--- config.mk ---
export PLATFORM = sky130hd
export DESIGN_NAME = add_pipe
export DESIGN_NICKNAME = d
export VERILOG_FILES = /design/src/rtl/add_pipe_pkg.sv /design/src/rtl/add_pipe_stage.sv /design/src/rtl/add_pipe.sv
export SDC_FILE = /design/constraint.sdc
export NUM_CORES = 1
export LEC_CHECK = 0
export ABC_AREA = 0
export BUFFER_PORTS_ARGS = -buffer_cell sky130_fd_sc_hd__buf_2
export CAP_MARGIN = 20
export CORE_MARGIN = 4
export CORE_UTILIZATION = 55
export DETAILED_ROUTE_END_ITERATION = 8
export PLACE_DENSITY_LB_ADDON = 0.08
export RECOVER_POWER = 100
export SLEW_MARGIN = 20
export SYNTH_ARGS = -nofsm -noshare
export SYNTH_HDL_FRONTEND = slang
export SYNTH_HIERARCHICAL = 1
export SYNTH_SLANG_ARGS = --single-unit
--- constraint.sdc ---
create_clock -name clk -period 1.6 [get_ports clk]
set_input_delay 0.16 -clock clk [delete_from_list [all_inputs] [get_ports clk]]
set_output_delay 0.16 -clock clk [all_outputs]
set_load 0.1 [all_outputs]
--- src/rtl/add_pipe_pkg.sv ---
// add_pipe_pkg: shared types and helpers for the pipelined adder.
// Holds the chunk-width helper and the per-stage control bundle.
package add_pipe_pkg;

    // Width of one carry chunk; a zero stage count is caught by the
    // instantiating module, so fall back to 1 to keep elaboration sane.
    function automatic int chunk_w(input int width, input int stages);
        return (stages > 0) ? (width / stages) : 1;
    endfunction

    typedef struct packed {
        logic valid;
        logic carry;
    } ctl_t;

endpackage

--- src/rtl/add_pipe_stage.sv ---
// add_pipe_stage: one CHUNK-bit ripple add plus its enable-gated register.
// Chunk K of the operands is summed and merged into the partial sum.
module add_pipe_stage #(
    parameter int WIDTH = 16,
    parameter int CHUNK = 4,
    parameter int K     = 0
) (
    input  logic             clk,
    input  logic             rst,
    input  logic             en,
    input  logic             vin,
    input  logic             cin,
    input  logic [WIDTH-1:0] psum_i,
    input  logic [WIDTH-1:0] opa_i,
    input  logic [WIDTH-1:0] opb_i,
    output logic             vout,
    output logic             cout,
    output logic [WIDTH-1:0] psum_o,
    output logic [WIDTH-1:0] opa_o,
    output logic [WIDTH-1:0] opb_o
);

    // Operand bits above this chunk are still needed downstream.
    localparam logic [WIDTH-1:0] KEEP = {WIDTH{1'b1}} << ((K + 1) * CHUNK);

    logic [CHUNK:0]   s;
    logic [WIDTH-1:0] ins;

    assign s = {1'b0, opa_i[K*CHUNK +: CHUNK]}
             + {1'b0, opb_i[K*CHUNK +: CHUNK]}
             + {{CHUNK{1'b0}}, cin};

    // Lower chunks of psum_i are filled, chunk K is still zero.
    assign ins = WIDTH'(s[CHUNK-1:0]) << (K * CHUNK);

    // Stage register: advances only when the pipe is not stalled.
    always_ff @(posedge clk) begin
        if (rst) begin
            vout   <= 1'b0;
            cout   <= 1'b0;
            psum_o <= '0;
            opa_o  <= '0;
            opb_o  <= '0;
        end else if (en) begin
            vout   <= vin;
            cout   <= s[CHUNK];
            psum_o <= psum_i | ins;
            opa_o  <= opa_i & KEEP;
            opb_o  <= opb_i & KEEP;
        end
    end

endmodule

--- src/rtl/add_pipe.sv ---
// add_pipe: WIDTH-bit add with STAGES registered carry chunks, valid/ready.
// Define ADD_PIPE_SAT_EN for saturating sum (co still flags overflow).
module add_pipe
    import add_pipe_pkg::*;
#(
    parameter int WIDTH  = 16,
    parameter int STAGES = 4
) (
    input  logic             clk,
    input  logic             rst,
    input  logic             in_valid,
    output logic             in_ready,
    input  logic [WIDTH-1:0] a,
    input  logic [WIDTH-1:0] b,
    input  logic             ci,
    output logic             out_valid,
    input  logic             out_ready,
    output logic [WIDTH-1:0] sum,
    output logic             co
);

    localparam int CHUNK = chunk_w(WIDTH, STAGES);

    typedef struct packed {
        ctl_t             ctl;
        logic [WIDTH-1:0] psum;
        logic [WIDTH-1:0] opa;
        logic [WIDTH-1:0] opb;
    } stage_t;

    if (WIDTH < 1 || STAGES < 1 || (WIDTH % STAGES) != 0) begin : g_bad
        $error("add_pipe: STAGES must divide WIDTH exactly");
    end

    stage_t st [STAGES];
    logic   stall;

    // One global stall: the whole pipe freezes while the head waits.
    assign stall    = out_valid & ~out_ready;
    assign in_ready = ~stall;

    for (genvar k = 0; k < STAGES; k++) begin : g_st
        stage_t din;

        if (k == 0) begin : g_first
            assign din.ctl.valid = in_valid;
            assign din.ctl.carry = ci;
            assign din.psum      = '0;
            assign din.opa       = a;
            assign din.opb       = b;
        end else begin : g_next
            assign din = st[k-1];
        end

        add_pipe_stage #(
            .WIDTH (WIDTH),
            .CHUNK (CHUNK),
            .K     (k)
        ) u_stage (
            .clk    (clk),
            .rst    (rst),
            .en     (~stall),
            .vin    (din.ctl.valid),
            .cin    (din.ctl.carry),
            .psum_i (din.psum),
            .opa_i  (din.opa),
            .opb_i  (din.opb),
            .vout   (st[k].ctl.valid),
            .cout   (st[k].ctl.carry),
            .psum_o (st[k].psum),
            .opa_o  (st[k].opa),
            .opb_o  (st[k].opb)
        );
    end

    assign out_valid = st[STAGES-1].ctl.valid;
    assign co        = st[STAGES-1].ctl.carry;

`ifdef ADD_PIPE_SAT_EN
    assign sum = st[STAGES-1].ctl.carry ? {WIDTH{1'b1}} : st[STAGES-1].psum;
`else
    assign sum = st[STAGES-1].psum;
`endif

endmodule

==> results.toml <==
[clock_tree]
numCtsBuffers = 17
post-cts-setup-buffers = 0
cts_max_path_buffers = 2
clock-root-buffer = "clkbuf_8"
cts.reportedPaths.clkPinSlew_ps = 50
cts_sinks = 120
clkLatencyLatePin_ps = 500
tritoncts = "done"
htree_levels = 4

[detailed_routing]
viasPerCell = 4.970
drc = 0
vias = 3439
drtIter0Drc = 126
routed_wl_um = 9165
drt_pass1_iterations = 4
wire_per_inst_um = 13.24
drtAntennaViolNets = 0

[global_route]
grt_antenna_before_repair = 0
grt_pass1_vias = 3413
grt_use_met1 = 0.2672
track_usage = 0.1921
top_usage_layer = "met2"
grt_max_degree = 51
grt_use_met2 = 0.2845
use_met3 = 0.04804
grt_pass1_wl_um = 15860
gr-total-overflow = 0

[hold_path]
holdCritStartpoint = "rst"
hold_path_depth = 2
holdCritPathClass = "in -> reg"
holdPathEnd = "g_st[1].u_stage/opa_o[10]"

[timing]
finalSetupViolations = 0
finalCriticalPeriod_ps = 1541
max_freq_mhz = 649.1
fin_tns_setup_ps = 0
hold_ws_ps = 42.23
maxSlewViolCount = 0
finClkSkew_ps = 6.947
fin_ws_ps = 59.30
hold_violations = 0
rsz0062_at_grt = "no"
period_share = 0.9629
tightestPinTransition_ps = 551.2
max_slew_margin = 0.6341

[power]
p_sw_frac = 0.2232
p_sw_mw = 1.734
powerDensity_nw_per_um2 = 1251
pwr-share-clk = 0.495
p_comb_frac = 0.087
leakage_nw = 3.341
power_frac_seq = 0.419
vdd_ir_drop_max_v = 0.0006926
internal-power_mw = 6.035

[setup_path]
worstSetupStartpoint = "g_st[2].u_stage/opb_o[12]"
rrSetupSlack_ps = 60
r2r_end = "g_st[3].u_stage/psum_o[14]"
reg2reg_from = "g_st[2].u_stage/opb_o[12]"
arrival_ps = 1950
path_max_fanout = 2
path_class = "reg -> reg"
rr_worst_depth = 6
critPathRequiredTime_ps = 2010
worstSetupEndpointType = "flop"
worstSetupStartpointType = "flop"

[layout]
finalInstanceArea_um2 = 6210
final_nets = 628
layout-drive-gt1-share = 0.1901
areaGrowthSynthToFinish_pct = 26.29
final.fill_count = 646
antenna_cells = 0

[placement]
place_ws_ps = -5.290
port-buffer-count = 55
place.gp.congestion = 0.7401
dp_hpwl_um = 5974
dpl_cell_area_um2 = 5311

[die]
ios = 56
rows = 34
die_y_um = 102.6
start_util = 0.5638
core_um2 = 8721
die_area_um2 = 10520
die_w_um = 102.6

[yosys]
syn_inst = 476
syn_area_um2 = 4917
postSynthAreaPerCell_um2 = 10.33
yosys_warnings = 6

[job]
cap_viol_max_count = 0

[status]
status = "complete, no violations"
## per-stage QoR
stage | util | power (mW) | instances
2_1_floorplan | - | 3.765 | 492
3_3_place_gp | 0.6090 | 3.904 | 634
3_5_place_dp | 0.6090 | 3.933 | 634
4_1_cts | 0.7085 | 7.836 | 691
5_1_grt | 0.7121 | 8.070 | 692
6_report | 0.7121 | 7.769 | 692
## how the worst max path moves through the flow
stage / end / slack (ps) / cells after the start
after global routing: g_st[3].u_stage/cout / 4 / 6
final: g_st[3].u_stage/psum_o[14] / 60 / 6
after global placement: g_st[2].u_stage/cout / 60 / 6
after CTS: in_ready / 0.3 / 3
after detailed placement: g_st[3].u_stage/psum_o[14] / -5 / 6
after floorplan: g_st[3].u_stage/psum_o[15] / 20 / 5
## registers in the layout, indices dropped and copies added (netlist names)
| name | cells |
|---|---|
| g_st.u_stage/psum_o | 64 |
| g_st.u_stage/opa_o | 24 |
| g_st.u_stage/opb_o | 24 |
| g_st.u_stage/cout | 4 |
| g_st.u_stage/vout | 4 |
## critical path: stages (launching register included)
cell      delay [ps]
dfxtp_1          350
fa_2             210
inv_1             60
fa_2             350
xnor2_1          190
nor2_1            80
a211oi_2         210
## layout make-up
class,instances,area (um2),share of cell area
clock buffers,23,456.7,0.07354
multi-input cells,326,2287,0.3683
flip-flops and latches,120,2414,0.3887
well taps,108,135.1,0.02176
inverters,16,60.06,0.009672
clock inverters,9,147.6,0.02378
repair buffers,90,709.4,0.1142
## routing by layer
layer	part of all wire	vias to the layer above
li1	-	1783
met1	0.50	1577
met2	0.45	64
met3	0.040	15
met4	0.015	0
met5	0	-
## power by group through the flow
stage                     logic (mW)  clock network, mW  registers (mW)
after global placement         0.599                  0            3.31
after CTS                      0.673               3.91            3.25
after global routing           0.754               4.05            3.27
final                          0.674               3.84            3.25
after detailed placement       0.621                  0            3.31
after floorplan                0.347                  0            3.42
## what timing repair did
item,in CTS,in global routing
endpoints found under the setup margin,1,8
gates resized for setup,5,11
hold buffers,25,0
gates cloned,0,1
pin swaps,1,3
hold endpoints to repair,25,0
## layout by cell type (no fill, tap or decap), drive strengths merged
cell type    instances
o22ai                4
nor2b                4
nand3                4
dfxtp              120
nand2                8
o21ai                4
and3                 4
buf                 44
clkinv               4
a311oi               4
dlygate4sd3         25
inv                 16
nor3b                4
fa                   8
bufinv               4
mux2i              100
nor2               128
conb                17
a211oi              12
nor4                 4
ha                  12
clkbuf              44
clkinvlp             1
xnor2                4
a21oi                4
nand2b               1
No activity file was read; power rests on OpenSTA's default activity.
